File: config.mk
export PLATFORM = sky130hd
export DESIGN_NAME = ov7670_pixel_capture
export DESIGN_NICKNAME = d
export VERILOG_FILES = /design/src/rtl/ov7670_pkg.sv /design/src/rtl/ov7670_line_assembler.sv /design/src/rtl/ov7670_pixel_capture.sv
export SDC_FILE = /design/constraint.sdc
export NUM_CORES = 1
export LEC_CHECK = 0
export CAP_MARGIN = 0
export CORE_UTILIZATION = 50
export DETAILED_ROUTE_END_ITERATION = 12
export PLACE_DENSITY = 0.73
export SETUP_SLACK_MARGIN = 0.2
export SLEW_MARGIN = 20
export SYNTH_ARGS = -nofsm -noshare
export SYNTH_HDL_FRONTEND = slang
export SYNTH_HIERARCHICAL = 1
export SYNTH_SLANG_ARGS = --single-unit
export TNS_END_PERCENT = 30
File: constraint.sdc
create_clock -name clk -period 4.2 [get_ports clk]
set_clock_uncertainty 0.05 [all_clocks]
set_input_delay 0.84 -clock clk [delete_from_list [all_inputs] [get_ports clk]]
set_output_delay 0.84 -clock clk [all_outputs]
set_load 0.02 [all_outputs]
File: src/rtl/ov7670_pkg.sv
// ov7670_pkg
//   Shared definitions for the OV7670 pixel capture path:
//   - state_t       : capture FSM states
//   - H/V defaults  : active window of a VGA frame
//   - rgb565_t      : pixel layout, field widths given by R_BITS/G_BITS/B_BITS
package ov7670_pkg;

  typedef enum logic [1:0] {
    ST_IDLE    = 2'd0,
    ST_SYNC    = 2'd1,
    ST_CAPTURE = 2'd2
  } state_t;

  localparam int H_ACTIVE_DEF = 640;
  localparam int V_ACTIVE_DEF = 480;

  // RGB565 field widths; red occupies the top bits of the first byte.
  localparam int R_BITS = 5;
  localparam int G_BITS = 6;
  localparam int B_BITS = 5;

  typedef struct packed {
    logic [R_BITS-1:0] r;
    logic [G_BITS-1:0] g;
    logic [B_BITS-1:0] b;
  } rgb565_t;

endpackage

File: src/rtl/ov7670_line_assembler.sv
// ov7670_line_assembler
//   Pairs camera bytes into RGB565 pixels and tracks column/line position
//   inside the active window. All inputs are the already-registered camera
//   signals. Counters are held clear while run=0.
// Ports:
//   clk, reset   clock / synchronous active-high reset
//   run          high while a frame is being captured
//   href, d      registered camera HREF and data byte
//   pixel_write  a complete pixel lands inside the active window this cycle
//   pixel        the pixel {first byte, second byte}
//   col, line    current column / line (position of pixel_write)
//   line_after   line count once a line closing this cycle is accounted for
//   line_err     the line closing this cycle was malformed or beyond V_ACTIVE
module ov7670_line_assembler
  import ov7670_pkg::*;
#(
  parameter int H_ACTIVE = H_ACTIVE_DEF,
  parameter int V_ACTIVE = V_ACTIVE_DEF,
  parameter int COL_W    = $clog2(H_ACTIVE + 1),
  parameter int LINE_W   = $clog2(V_ACTIVE + 1)
) (
  input  logic              clk,
  input  logic              reset,
  input  logic              run,
  input  logic              href,
  input  logic [7:0]        d,
  output logic              pixel_write,
  output rgb565_t           pixel,
  output logic [COL_W-1:0]  col,
  output logic [LINE_W-1:0] line,
  output logic [LINE_W-1:0] line_after,
  output logic              line_err
);

  localparam logic [COL_W-1:0]  H_MAX = COL_W'(H_ACTIVE);
  localparam logic [LINE_W-1:0] V_MAX = LINE_W'(V_ACTIVE);

  logic              href_prev_reg;
  logic              phase_reg;
  logic              col_ovf_reg;   // more than H_ACTIVE pixels seen on this line
  logic [7:0]        hi_byte_reg;
  logic [COL_W-1:0]  col_reg;
  logic [LINE_W-1:0] line_reg;

  logic href_rise;
  logic line_close;
  logic pixel_valid;

  assign href_rise   = run && href && !href_prev_reg;
  assign line_close  = run && !href && href_prev_reg;
  assign pixel_valid = run && href && phase_reg;

  assign pixel       = {hi_byte_reg, d};
  assign pixel_write = pixel_valid && (col_reg < H_MAX) && (line_reg < V_MAX);
  assign col         = col_reg;
  assign line        = line_reg;

  // Lets the frame-end check see a line that closes in the same cycle.
  assign line_after  = (line_close && (line_reg < V_MAX)) ? line_reg + 1'b1 : line_reg;

  // A saturated column counter alone cannot tell H_ACTIVE from more, hence
  // the overflow flag; phase=1 at the close means a dangling odd byte.
  assign line_err    = line_close &&
                       ((col_reg != H_MAX) || col_ovf_reg || phase_reg || (line_reg == V_MAX));

  always_ff @(posedge clk) begin
    if (reset) begin
      href_prev_reg <= 1'b0;
      phase_reg     <= 1'b0;
      col_ovf_reg   <= 1'b0;
      hi_byte_reg   <= 8'h00;
      col_reg       <= '0;
      line_reg      <= '0;
    end else begin
      href_prev_reg <= href;
      if (!run) begin
        phase_reg   <= 1'b0;
        col_ovf_reg <= 1'b0;
        col_reg     <= '0;
        line_reg    <= '0;
      end else begin
        if (href) begin
          phase_reg <= ~phase_reg;
          if (!phase_reg) hi_byte_reg <= d;
        end else begin
          phase_reg <= 1'b0;
        end

        if (href_rise) begin
          col_reg     <= '0;
          col_ovf_reg <= 1'b0;
        end else if (pixel_valid) begin
          if (col_reg < H_MAX) col_reg <= col_reg + 1'b1;
          else                 col_ovf_reg <= 1'b1;
        end

        if (line_close && (line_reg < V_MAX)) line_reg <= line_reg + 1'b1;
      end
    end
  end

endmodule

File: src/rtl/ov7670_pixel_capture.sv
// ov7670_pixel_capture
//   Captures whole OV7670 RGB565 frames into a linear frame buffer once the
//   camera configuration stage reports done. Capture only starts on a vsync
//   falling edge so a frame is never entered mid-way.
// Ports:
//   clk, reset          camera PCLK / synchronous active-high reset
//   config_done, enable capture armed while both high; dropping either stops
//                       at the next frame boundary
//   vsync, href, d      raw camera pins (registered once here)
//   wr_en/addr/data     frame-buffer write port, addr = line*H_ACTIVE + column
//   frame_done          one-cycle pulse when a captured frame closes
//   frame_err           sticky malformed-frame flag, cleared only by reset
module ov7670_pixel_capture
  import ov7670_pkg::*;
#(
  parameter int H_ACTIVE = H_ACTIVE_DEF,
  parameter int V_ACTIVE = V_ACTIVE_DEF,
  parameter int ADDR_W   = 19
) (
  input  logic              clk,
  input  logic              reset,
  input  logic              config_done,
  input  logic              enable,
  input  logic              vsync,
  input  logic              href,
  input  logic [7:0]        d,
  output logic              wr_en,
  output logic [ADDR_W-1:0] wr_addr,
  output logic [15:0]       wr_data,
  output logic              frame_done,
  output logic              frame_err
);

  localparam int COL_W  = $clog2(H_ACTIVE + 1);
  localparam int LINE_W = $clog2(V_ACTIVE + 1);
  localparam logic [LINE_W-1:0] V_MAX = LINE_W'(V_ACTIVE);

  state_t state_reg, state_next;

  logic       vsync_q, href_q, vsync_prev;
  logic [7:0] d_q;

  logic              run, armed, frame_end, err_set;
  logic              vsync_rise, vsync_fall;
  logic              pixel_write, line_err;
  rgb565_t           pixel;
  logic [COL_W-1:0]  col;
  logic [LINE_W-1:0] line, line_after;

  always_ff @(posedge clk) begin
    if (reset) begin
      vsync_q    <= 1'b0;
      href_q     <= 1'b0;
      d_q        <= 8'h00;
      vsync_prev <= 1'b0;
    end else begin
      vsync_q    <= vsync;
      href_q     <= href;
      d_q        <= d;
      vsync_prev <= vsync_q;
    end
  end

  assign vsync_rise = vsync_q && !vsync_prev;
  assign vsync_fall = !vsync_q && vsync_prev;
  assign armed      = config_done && enable;
  assign run        = (state_reg == ST_CAPTURE);

  always_comb begin
    state_next = state_reg;
    frame_end  = 1'b0;
    case (state_reg)
      ST_IDLE:    if (armed) state_next = ST_SYNC;
      ST_SYNC: begin
        if (!armed)          state_next = ST_IDLE;
        else if (vsync_fall) state_next = ST_CAPTURE;
      end
      ST_CAPTURE: begin
        if (vsync_rise) begin
          frame_end  = 1'b1;
          state_next = armed ? ST_SYNC : ST_IDLE;
        end
      end
      default:    state_next = ST_IDLE;
    endcase
  end

  ov7670_line_assembler #(
    .H_ACTIVE (H_ACTIVE),
    .V_ACTIVE (V_ACTIVE),
    .COL_W    (COL_W),
    .LINE_W   (LINE_W)
  ) u_line (
    .clk         (clk),
    .reset       (reset),
    .run         (run),
    .href        (href_q),
    .d           (d_q),
    .pixel_write (pixel_write),
    .pixel       (pixel),
    .col         (col),
    .line        (line),
    .line_after  (line_after),
    .line_err    (line_err)
  );

  // href_q still high at the frame end means vsync cut a line short.
  assign err_set = line_err || (frame_end && ((line_after != V_MAX) || href_q));

  always_ff @(posedge clk) begin
    if (reset) begin
      state_reg  <= ST_IDLE;
      wr_en      <= 1'b0;
      wr_addr    <= '0;
      wr_data    <= 16'h0000;
      frame_done <= 1'b0;
      frame_err  <= 1'b0;
    end else begin
      state_reg  <= state_next;
      wr_en      <= pixel_write;
      frame_done <= frame_end;
      if (pixel_write) begin
        wr_addr <= ADDR_W'(line) * ADDR_W'(H_ACTIVE) + ADDR_W'(col);
        wr_data <= pixel;
      end
      if (err_set) frame_err <= 1'b1;
    end
  end

endmodule

==> results of run 1 <==
[worst min-delay path by stage]
stage / to / cells after the start / slack, ps
2_1_floorplan: u_line/col_ovf_reg / 2 / 380
3_3_place_gp: u_line/col_ovf_reg / 2 / 400
3_5_place_dp: u_line/col_ovf_reg / 2 / 410
4_1_cts: u_line/col_ovf_reg / 2 / 430
5_1_grt: vsync_prev / 1 / 440
6_report: vsync_prev / 1 / 430
[stage by stage]
stage / cell area, um^2 / setup slack, ps / hold WS [ps] / utilization (%)
6_report: 4810 / 1160 / 431 / 61.6
5_1_grt: 4810 / 936 / 443 / 61.6
4_1_cts: 4810 / 1140 / 431 / 61.6
3_5_place_dp: 4570 / 1170 / 410 / 58.6
3_3_place_gp: 4570 / 1270 / 400 / 58.6
2_1_floorplan: 4070 / 1420 / 380 / -
[cell type report]
cell class                 instances  share of cell area [%]
multi-input combinational        304                    46.9
inverter                          11                   0.859
tap                              102                    2.66
sequential                        81                    33.7
timing repair buffer              54                    11.0
clock buffer                       9                    2.58
clock inverter                     7                    2.24
[synthesized netlist by cell type (8+ instances only)]
| cell | instances | area share, % |
|---|---|---|
| ha_1 | 21 | 6.5 |
| dfxtp_1 | 81 | 40 |
| a21oi_1 | 13 | 1.6 |
| nor2_1 | 56 | 5.2 |
| nand2_1 | 19 | 1.8 |
| buf_4 | 8 | 1.5 |
| inv_1 | 11 | 1.0 |
| nand2b_1 | 8 | 1.2 |
| clkbuf_1 | 11 | 1.0 |
| a211oi_1 | 8 | 1.5 |
| nor2b_1 | 18 | 2.8 |
| o21ai_0 | 10 | 1.2 |
| xor2_1 | 12 | 2.6 |
| nand3_1 | 14 | 1.7 |
| nand4_1 | 9 | 1.4 |
| mux2i_1 | 44 | 11 |
[per-layer routing]
metal | GRT usage (%) | share of wire (%)
met5 | 0 | 0
met3 | 4.31 | 4.4
met1 | 26.9 | 48
met4 | 4.56 | 0.65
met2 | 31.4 | 47
[worst max-delay path, cell delays in order, from the launching register on]
cell and delay [ps]:
dfxtp_1 510, ha_1 300, ha_1 250, fa_1 420
a21o_1 210, a221oi_1 390, xnor2_1 220, or3b_1 390
a311oi_2 220
[logic make-up (layout without fill, tap and decap cells)]
logic type               Yosys count  after routing  synth area share (%)
XOR/XNOR                          18             18                  4.06
AO/OA/AOI/OAI                     53             53                  9.13
multiplexers                      44             44                  10.8
buffers and inverters             39             81                  4.83
flip-flops                        81             81                  39.9
AND/OR/NAND/NOR                  166            166                  23.9
adder cells (fa/ha/maj)           23             23                  7.44
[power by group]
| group | switching [W] | total [W] | internal [W] |
|---|---|---|---|
| combinational | 0.0000146 | 0.0000311 | 0.0000165 |
| clock | 0.000309 | 0.000657 | 0.000347 |
| sequential | 0.00000466 | 0.000778 | 0.000774 |
| total | 0.000329 | 0.00147 | 0.00114 |
==> results by stage, run 1 <==
Pwr:
- The peak supply drop is 0.178 mV.
- After layout, the design draws a total of 0.00147 W.
- The leakage power summed over all cells is 1.80 nW.
- The power per standard cell area is 305 nW/um^2.

Finish:
- In the layout the commonest cells are 81 x dfxtp_1, 56 x nor2_1, 50 x clkdlybuf4s50_1.
- The number of antenna diodes in the final layout is 0.
- In the final layout, flip-flops and latches occupy 1620 um^2.
- In the final design database the tool counted 498 nets.
- Summing all multi-input logic gate instances after layout gives 2260 um^2.
- The signed area change from the synthesized netlist to the final layout is 18.1%.
- The fraction of final layout cells with drive strength greater than 1 is 8.15%.
- The layout filler cell count is 674.
- The final instance count without filler cells is 568.
- The library cell used most frequently in the layout, excluding fill and tap cells, is dfxtp_1.
- The flip-flop count of the largest register, all copies and words added is 19.

Worst setup path:
- In this run the critical register-to-register path is launched from u_line/line[3].
- The kind of capture point of the worst setup path is a register.
- The worst-case reg-to-reg path depth is 8.
- The arrival time at the worst endpoint is 3260 ps.
- The critical path start-end classification is register to register.
- The timing startpoint of the critical path is u_line/line[3].
- The worst setup path is launched from a register.
- The highest fanout seen on the critical path is 9.
- The most critical setup path has its endpoint at wr_addr[18].
- STA puts the critical path data required time at 4410 ps.
- The capture point of the worst reg-to-reg path is wr_addr[18].
- The slack of the worst reg-to-reg path is 1160 ps.

Placement:
- The count of buffers inserted at the top-level ports is 51.
- At the end of routability-driven placement, the weighted congestion stood at 0.849.
- After detailed placement, the design holds a cell count of 552.
- After legalization and detailed placement, the total HPWL measured 5690 um.

Clock tree:
- The hold buffer count at cts is 0.
- The post-CTS setup repair buffer count is 0.
- Once the clock tree was built, the resizer swapped 0 gates to a different size.
- Clock tree synthesis inserted a total of 9 buffers.
- The clock tree synthesis step divided the H-tree into 3 levels.
- The cell at the root of the clock tree is clkbuf_8.
- For this design, the sink count on the clock tree is 81.
- The CTS clock-pin slew for the worst setup and hold paths is 90 ps.
- For the worst-skew pair, the clock arrives at the later sink with an insertion delay of 350 ps.
- The clock tree from TritonCTS is done.
- Counting along the longest clock path gives a buffer depth of 2.

Yosys:
- The proportion of synthesized flip-flops having asynchronous set or reset is 0%.
- The share of synthesized area occupied by flip-flops and latches is 39.9%.
- The most instantiated flip-flop cell in the synthesis netlist is dfxtp_1.
- The average instance in the mapped netlist occupies 9.60 um^2.
- The combined area of all synthesized cells is 4070 um^2.
- The synthesized design contains 81 register bits.
- The post-synthesis net count is 461.
- Synthesis handed over a netlist of 424 instances.
- Counting distinct cell types in the post-synthesis netlist gives 56.
- Yosys mapped a number of flops with a built-in enable equal to 0.
- The synthesis warning total is 6.

Route:
- The number of vias after detailed routing is 3,130.
- The final antenna-violating net count is 0.
- The post-detailed-route wirelength per cell is 14.1 um.
- The detail-routed via count per cell is 5.51.
- After detailed routing, the total wire length is 8030 um.
- The number of DRC markers in iteration 0 is 93.
- The first-pass detailed-route iteration total is 4.
- The DRC violations left is 0.

Floorplan:
- The floorplan row count is 32.
- The die is 92.2 um wide.
- The die covers 8500 um^2.
- The initial cell density of the core is 52.1%.
- Pin placement for this block handled 52 I/O pins.
- The placeable core region is 7810 um^2.
- The die is 92.2 um tall.

GRT:
- The via count of the first global-routing pass is 2,780.
- The first global-routing pass estimated 13,400 um of wire.
- The initial antenna violation count came to 0.
- The overall track demand over capacity in global routing is 19.6%.
- The final global-route overflow total is 0.
- The maximum number of pins on one net before global-route repair is 59.

Flow run:
- The number of max-cap violations is 0.

Worst hold path:
- The launch point of the worst hold path is vsync_q.
- The type of the worst min-delay path is register to register.

STA:
- For this run, the top clock speed supported by timing is 0.328 GHz.
- Setup repair after global routing left no endpoint under its margin.
- Setup violations remaining at the end of the flow were counted as 0.
- At the pin with the least slew margin, the transition time is 825 ps.
- The relative slew slack is 44.9%.
- The worst path uses 72.5% of the clock period.
- The number of endpoints with negative hold slack in the final report was 0.
- The setup total negative slack is 0 ps.
- The max-slew violation count was 0.
- The smallest clock period supported by the final layout is computed as 3040 ps.

Run status:
- The flow ran to the end, and the final reports show no timing, DRC or antenna violations.
Power figures use the tool's default switching activity.
==> inputs of run 2 (changes only) <==
--- a/config.mk
+++ b/config.mk
@@ -8,7 +8,7 @@
 export CAP_MARGIN = 0
 export CORE_UTILIZATION = 50
 export DETAILED_ROUTE_END_ITERATION = 12
-export PLACE_DENSITY = 0.73
+export PLACE_DENSITY = 0.76
 export SETUP_SLACK_MARGIN = 0.2
 export SLEW_MARGIN = 20
 export SYNTH_ARGS = -nofsm -noshare
==> constraint.sdc (replaced) <==
create_clock -name clk -period 2.5 [get_ports clk]
set_clock_uncertainty 0.05 [all_clocks]
set_input_delay 0.5 -clock clk [delete_from_list [all_inputs] [get_ports clk]]
set_output_delay 0.5 -clock clk [all_outputs]
set_load 0.02 [all_outputs]
==> run 2 against run 1 <==
The run now ends with negative setup slack left. Sequential power is 68% higher. Global-route usage is 1.9 points higher. Register-to-register slack worse by 1200 ps. Largest power group unchanged. Critical path depth is 1 higher. Die area stayed put. Wire length is 11% higher. Critical endpoint unchanged. Hold slack worse by 110 ps. Sequential share of layout area is 2.4 points lower. Largest cell class unchanged. Utilization is 4.9 points higher.
==> results by stage, run 2 (synthesis gave the netlist of run 1 again) <==
Run status:
- The flow ran to the end, but the final reports show violations.
- The checks that failed: negative setup slack.

Finish:
- The top cell types in the final layout, fill and taps aside, are 77 x dfxtp_1, 56 x nor2_1, 50 x clkdlybuf4s50_1.
- The antenna diode count came to 0 (unchanged).
- The area of all placed cells without fillers was 5190 um^2 (+8.0%).
- The flip-flop count of the largest register, all copies and words added was 19 (unchanged).
- Leaving out fill and tap cells, the most frequent cell in the layout is dfxtp_1.
- Compared with the post-synthesis result, the final layout area differs by 27.6%.
- The fraction of final layout cells with drive strength greater than 1 is 18.1% (+10 points).
- The final net count came to 529 (+6.2%).
- The core occupancy in the finished layout came to 66.5% (+4.9 points).

Floorplan:
- The horizontal die dimension was 92.2 um (unchanged).
- The initial cell density of the core is 52.1% (unchanged).
- The area of the die came to 8500 um^2 (unchanged).
- The count of pins on the block boundary is 52 (unchanged).
- The floorplan row count is 32 (unchanged).
- The placeable core region is 7810 um^2 (unchanged).
- The die outline height is 92.2 um (unchanged).

Pwr:
- The leakage power summed over all cells came to 1.97 nW (+9.3%).
- The net load switching power is 0.000542 W (+65%).
- The peak supply drop is 0.323 mV (+81%).
- The cell internal power dissipation is 0.00191 W (+68%).
- The clock share of power is 44.4% (-0.4 points).
- The power per standard cell area came to 472 nW/um^2 (+55%).
- The combinational power share was 2.2% (about the same).
- The part of the total power dissipated in sequential elements is 53.3% (+0.2 points).
- The fraction of power spent switching nets is 22.1% (-0.28 points).

Worst setup path:
- The required time at the endpoint of the critical path was 2710 ps (-1700 ps).
- The buffer and inverter count on the worst path was 0 (unchanged).
- The dominant delay contributor by cell family on the critical path is adder cells.
- The highest fanout seen on the critical path came to 3 (-6).
- The maximum cell stage delay along the critical path is 420 ps (-90 ps).
- The kind of capture point of the worst setup path is a register.
- The slack of the worst reg-to-reg path was -30 ps (-1190 ps).
- The arrival time at the worst endpoint is 2740 ps (-520 ps).
- Traced cell by cell, the critical path runs through ha_4 > ha_4 > fa_2 > a21o_1 > a21oi_2 > xnor2_2 > nand4_1 > or3b_1 > a311oi_2.
- STA classifies the critical path startpoint as a register.
- The critical path start-end classification is register to register.
- The most common cell type on the critical path is ha_4.
- The slowest stage cell on the critical path is or3b_1.

GRT:
- The initial antenna violation count is 0 (unchanged).
- The maximum number of pins on one net before global-route repair is 59 (unchanged).
- The overall track demand over capacity in global routing is 21.5% (+1.9 points).
- The final global-route overflow total is 0 (unchanged).
- The via count of the first global-routing pass is 3,201 (+15%).
- The first-pass GRT wire length is 14,500 um (+8.4%).

Placement:
- The last weighted congestion value of the routability-driven placer is 0.918 (+8.1%).
- The worst setup timing slack at the placement stage is -123 ps (-1300 ps).
- The post-DP HPWL is 6420 um (+13%).
- The placement-stage cell area is 4850 um^2 (+6.0%).
- The count of buffers inserted at the top-level ports came to 51 (unchanged).

Route:
- The total length of routed wires came to 8890 um (+11%).
- The number of vias after detailed routing is 3,301 (+5.5%).
- The post-detailed-route wirelength per cell is 14.8 um (+5.0%).
- The number of DRC markers in iteration 0 is 107 (+15%).
- The DRC violations left is 0 (unchanged).
- The first-pass detailed-route iteration total came to 4 (unchanged).
- The detail-routed via count per cell is 5.51 (about the same).
- The final antenna-violating net count is 0 (unchanged).

Clock tree:
- The TritonCTS sink count came to 81 (unchanged).
- The CTS clock-pin slew for the worst setup and hold paths came to 90 ps (about the same).
- The maximum clock path buffer count is 2 (unchanged).
- CTS placed an instance of clkbuf_8 at the clock tree root.
- The total clock buffers created by CTS came to 9 (unchanged).
- The clock tree from TritonCTS is done.
- The clock insertion delay at the later pin of the skew report is 350 ps (about the same).
- The hold buffer count at cts came to 0 (unchanged).
- The number of levels the H-tree was split into came to 3 (unchanged).

STA:
- The final setup violation count is 1 (+1).
- The transition time at the pin with the least slew margin is 625 ps (-200 ps).
- The post-route minimum period is 2530 ps (-515 ps).
- The max-slew violation count is 0 (unchanged).
- Setup repair after global routing could not meet its margin everywhere.
- The setup total negative slack is -29.4 ps (-29.4 ps).
- The number of endpoints with negative hold slack in the final report is 0 (unchanged).
- The relative slew slack is 58.2% (+13 points).
- The final clock period utilization by the worst path is 101% (+29 points).
- The least setup slack across all paths after layout is -29.4 ps (-1190 ps).
- The maximum clock frequency was 0.395 GHz (+20%).

Worst hold path:
- The min-delay analysis places its worst path in the category input port to register.

Flow run:
- The number of max-cap violations came to 0 (unchanged).
==> run 2: cell count changes in the layout (fill, tap and decap cells not counted), sizes merged <==
cell  before  now
buf        4   35
==> run 2: per-stage QoR <==
stage	power, W	hold slack (ps)	instances
after floorplan	0.00137	380	424
after global placement	0.00139	400	578
after detailed placement	0.00139	411	578
after CTS	0.00247	306	597
after global routing	0.00253	311	599
final	0.00245	323	599
==> run 2: power by group through the flow <==
stage | logic (W) | clock network (W) | registers (W)
after floorplan | 0.0000363 | 0 | 0.00133
after global placement | 0.0000546 | 0 | 0.00134
after detailed placement | 0.0000550 | 0 | 0.00134
after CTS | 0.0000556 | 0.00111 | 0.00131
after global routing | 0.0000605 | 0.00116 | 0.00131
final | 0.0000550 | 0.00109 | 0.00131
==> run 2: metal layers <==
| layer | share of wire, % | GRT usage [%] | wire, um | vias up |
|---|---|---|---|---|
| met3 | 4.5 | 3.81 | 401 | 9 |
| met2 | 49 | 36.4 | 4400 | 100 |
| li1 | - | - | - | 1629 |
| met1 | 45 | 27.2 | 3990 | 1563 |
| met4 | 1.1 | 8.07 | 95 | 0 |
| met5 | 0 | 0 | 0 | - |
==> run 2: worst register-to-register path, cell delays in order, from the launching register on <==
cell and delay (ps):
dfxtp_2 350, ha_4 240, ha_4 160, fa_2 350, a21o_1 230, a21oi_2 190, xnor2_2 150, nand4_1 130
or3b_1 420, a311oi_2 190
==> run 2: cell type report <==
| cell class | count | area, um^2 |
|---|---|---|
| fillers | 624 | 2620 |
| multi-input cells | 304 | 2390 |
| flip-flops and latches | 81 | 1630 |
| repair buffers | 85 | 777 |
| well taps | 102 | 128 |
| clock buffers | 9 | 124 |
| clock inverters | 7 | 105 |
| inverters | 11 | 41.3 |
==> run 2: what timing repair did <==
item	CTS	global route
pin swaps	13	5
resized for setup	8	6
setup buffers	3	2
setup endpoints to repair	7	7
==> run 2: worst paths after layout <==
kind | startpoint | end | depth (start not counted)
worst min-delay path | reset | wr_addr[7] | 2
worst min register to register | wr_addr[13] | wr_addr[13] | 2
worst max register to register | u_line/line[3] | wr_addr[18] | 9
worst max-delay path | u_line/line[3] | wr_addr[18] | 9
==> inputs of run 3 (changes only) <==
--- a/config.mk
+++ b/config.mk
@@ -6,6 +6,7 @@
 export NUM_CORES = 1
 export LEC_CHECK = 0
 export CAP_MARGIN = 0
+export CORE_ASPECT_RATIO = 1.1
 export CORE_UTILIZATION = 50
 export DETAILED_ROUTE_END_ITERATION = 12
 export PLACE_DENSITY = 0.76
==> run 3 against run 2 <==
The run still ends with negative setup slack left. First-iteration DRC count up 30%. Die area about the same. Non-clock buffer count down 2. Combinational power down 3%. Utilization down 0.39 points. Final area up 0.75%. Sequential cell count unchanged. Worst setup slack better by 12 ps. Global-route usage up 1.2 points. Largest cell class unchanged. Highest routed layer unchanged.
==> results by stage, run 3 (synthesis gave the netlist of run 1 again) <==
GRT:
- The routing usage on met1 came to 28.2% (+0.96 points).
- The maximum number of pins on one net before global-route repair is 56 (-5.1%).
- The most used routing layer is met2.
- The overall track demand over capacity in global routing is 22.7% (+1.2 points).
- The first-pass GRT wire length is 15,200 um (+4.7%).
- The initial antenna violation count came to 0 (unchanged).
- The via count of the first global-routing pass is 3,304 (+3.2%).
- The final global-route overflow total is 0 (unchanged).
- The met3 track demand over resource in global routing was 5.97% (+2.2 points).
- The global-route met2 utilization is 37.8% (+1.4 points).

Route:
- The DRC violations left was 0 (unchanged).
- The post-detailed-route wirelength per cell is 15.2 um (+2.6%).
- The number of vias after detailed routing came to 3,257 (-1.3%).
- The detail-routed via count per cell is 5.40 (-2.0%).
- The total length of routed wires was 9180 um (+3.3%).
- The final antenna-violating net count is 0 (unchanged).
- The first-pass detailed-route iteration total is 4 (unchanged).
- The number of DRC markers in iteration 0 is 139 (+30%).

Clock tree:
- The maximum clock path buffer count is 2 (unchanged).
- The CTS clock-pin slew for the worst setup and hold paths came to 90 ps (about the same).
- The TritonCTS sink count is 81 (unchanged).
- The clock tree from TritonCTS is done.
- CTS placed an instance of clkbuf_8 at the clock tree root.
- The number of levels the H-tree was split into came to 3 (unchanged).
- The clock insertion delay at the later pin of the skew report came to 360 ps (about the same).
- The total clock buffers created by CTS is 9 (unchanged).

Worst setup path:
- STA classifies the critical path startpoint as a register.
- The highest fanout seen on the critical path came to 3 (unchanged).
- The worst register-to-register path begins at u_line/line[3].
- The arrival time at the worst endpoint was 2740 ps (about the same).
- The slack of the worst reg-to-reg path was -20 ps (about the same).
- The worst-case reg-to-reg path depth is 8 (-1).
- The critical path in this run is classified as register to register.
- The capture point of the worst reg-to-reg path is wr_addr[18].
- The worst setup path is captured at a register.
- The required time at the endpoint of the critical path is 2720 ps (about the same).

Floorplan:
- The floorplan row count was 34 (+6.3%).
- The initial cell density of the core came to 51.4% (-0.69 points).
- The placeable core region was 7910 um^2 (+1.3%).
- The horizontal die dimension is 88.0 um (-4.6%).
- The area of the die is 8500 um^2 (about the same).
- The count of pins on the block boundary is 52 (unchanged).
- The die outline height is 96.6 um (+4.8%).

Finish:
- The final net count is 527 (-0.38%).
- Compared with the post-synthesis result, the final layout area differs by 28.5%.
- The most frequent standard cell in the layout excluding fill and tap cells is dfxtp_1.
- In the layout the commonest cells are 76 x dfxtp_1, 56 x nor2_1, 50 x clkdlybuf4s50_1.
- The area of all placed cells without fillers is 5230 um^2 (+0.75%).
- The fraction of final layout cells with drive strength greater than 1 is 18.6% (+0.48 points).
- The antenna diode count came to 0 (unchanged).
- The flip-flop count of the largest register, all copies and words added came to 19 (unchanged).

STA:
- The final clock period utilization by the worst path is 101% (-0.47 points).
- Setup repair after global routing could not meet its margin everywhere.
- The maximum clock frequency is 0.397 GHz (+0.47%).
- The final setup violation count is 1 (unchanged).
- The number of endpoints with negative hold slack in the final report is 0 (unchanged).
- The relative slew slack was 58.8% (+0.56 points).
- The least setup slack across all paths after layout is -17.6 ps (+11.8 ps).
- The setup total negative slack was -17.6 ps (+11.8 ps).
- The transition time at the pin with the least slew margin came to 617 ps (-8.42 ps).
- The max-slew violation count is 0 (unchanged).
- The post-route minimum period came to 2520 ps (-11.8 ps).

Placement:
- The last weighted congestion value of the routability-driven placer was 0.927 (+1.0%).
- The placement-stage cell area was 4850 um^2 (unchanged).
- The count of buffers inserted at the top-level ports was 51 (unchanged).
- The post-DP HPWL is 6350 um (-1.1%).

Pwr:
- The power per standard cell area is 487 nW/um^2 (+3.3%).
- The overall power after layout is 0.00255 W (+4.1%).
- The peak supply drop came to 0.286 mV (-11%).
- The leakage power summed over all cells came to 1.97 nW (about the same).

Worst hold path:
- The worst hold endpoint is wr_addr[6].
- The worst hold path cell count is 2 (unchanged).
- The path class of the tightest hold or removal check is input port to register.
- The launch point of the worst hold path is reset.

Run status:
- The checks that failed: negative setup slack.
- The run finished, with violations left.

Flow run:
- The number of max-cap violations was 0 (unchanged).
-- run 3: worst max-delay path: stages, from the launching register on --
cell	delay, ps
dfxtp_4	360
ha_4	240
ha_4	160
fa_2	570
nand2_1	130
nor4_4	170
nand4_1	170
or3b_1	390
a311oi_2	200
-- run 3: worst max path at each step --
| stage | start | end | slack, ps | depth (start not counted) |
|---|---|---|---|---|
| 6_report | u_line/line[3] | wr_addr[18] | -20 | 8 |
| 5_1_grt | u_line/line[3] | wr_addr[18] | -100 | 9 |
| 4_1_cts | u_line/line[3] | wr_addr[18] | -20 | 8 |
| 3_5_place_dp | u_line/line[3] | wr_addr[18] | -70 | 8 |
| 3_3_place_gp | u_line/line[3] | wr_addr[18] | -8 | 8 |
| 2_1_floorplan | u_line/line[1] | wr_addr[18] | -10 | 9 |
-- run 3: cell type report --
cell class	count	area, um^2
clock buffer	9	124
clock inverter	7	130
fill	637	2680
inverter	11	41.3
multi-input combinational	304	2400
sequential	81	1630
tap	108	135
timing repair buffer	83	766
-- run 3: per-layer routing --
metal	vias up	share of wire, %
met5	-	0
met4	0	1.7
met3	20	5.5
met2	89	49
met1	1526	44
li1	1622	-
-- run 3: repair_timing --
item | CTS | global route
gates cloned | 0 | 0
endpoints found under the hold margin | 0 | 0
pin swaps | 15 | 14
resized for setup | 10 | 11
hold buffers | 0 | 0
setup buffers | 2 | 2
setup endpoints to repair | 4 | 7
-- run 3: metrics by stage --
step                      util (%)  hold slack (ps)  worst slack [ps]  instances
after floorplan                  -              380             -10.2        424
after global placement        61.3              404             -7.99        583
after detailed placement      61.3              414             -67.5        583
after CTS                     65.1              377             -18.1        601
after global routing          66.1              378              -105        603
final                         66.1              390             -17.6        603
-- run 3: power by group --
part           internal [W]  switching [W]   total, W
logic             0.0000278      0.0000253  0.0000531
registers           0.00130     0.00000979    0.00131
clock network      0.000684       0.000505    0.00119
total               0.00201       0.000540    0.00255
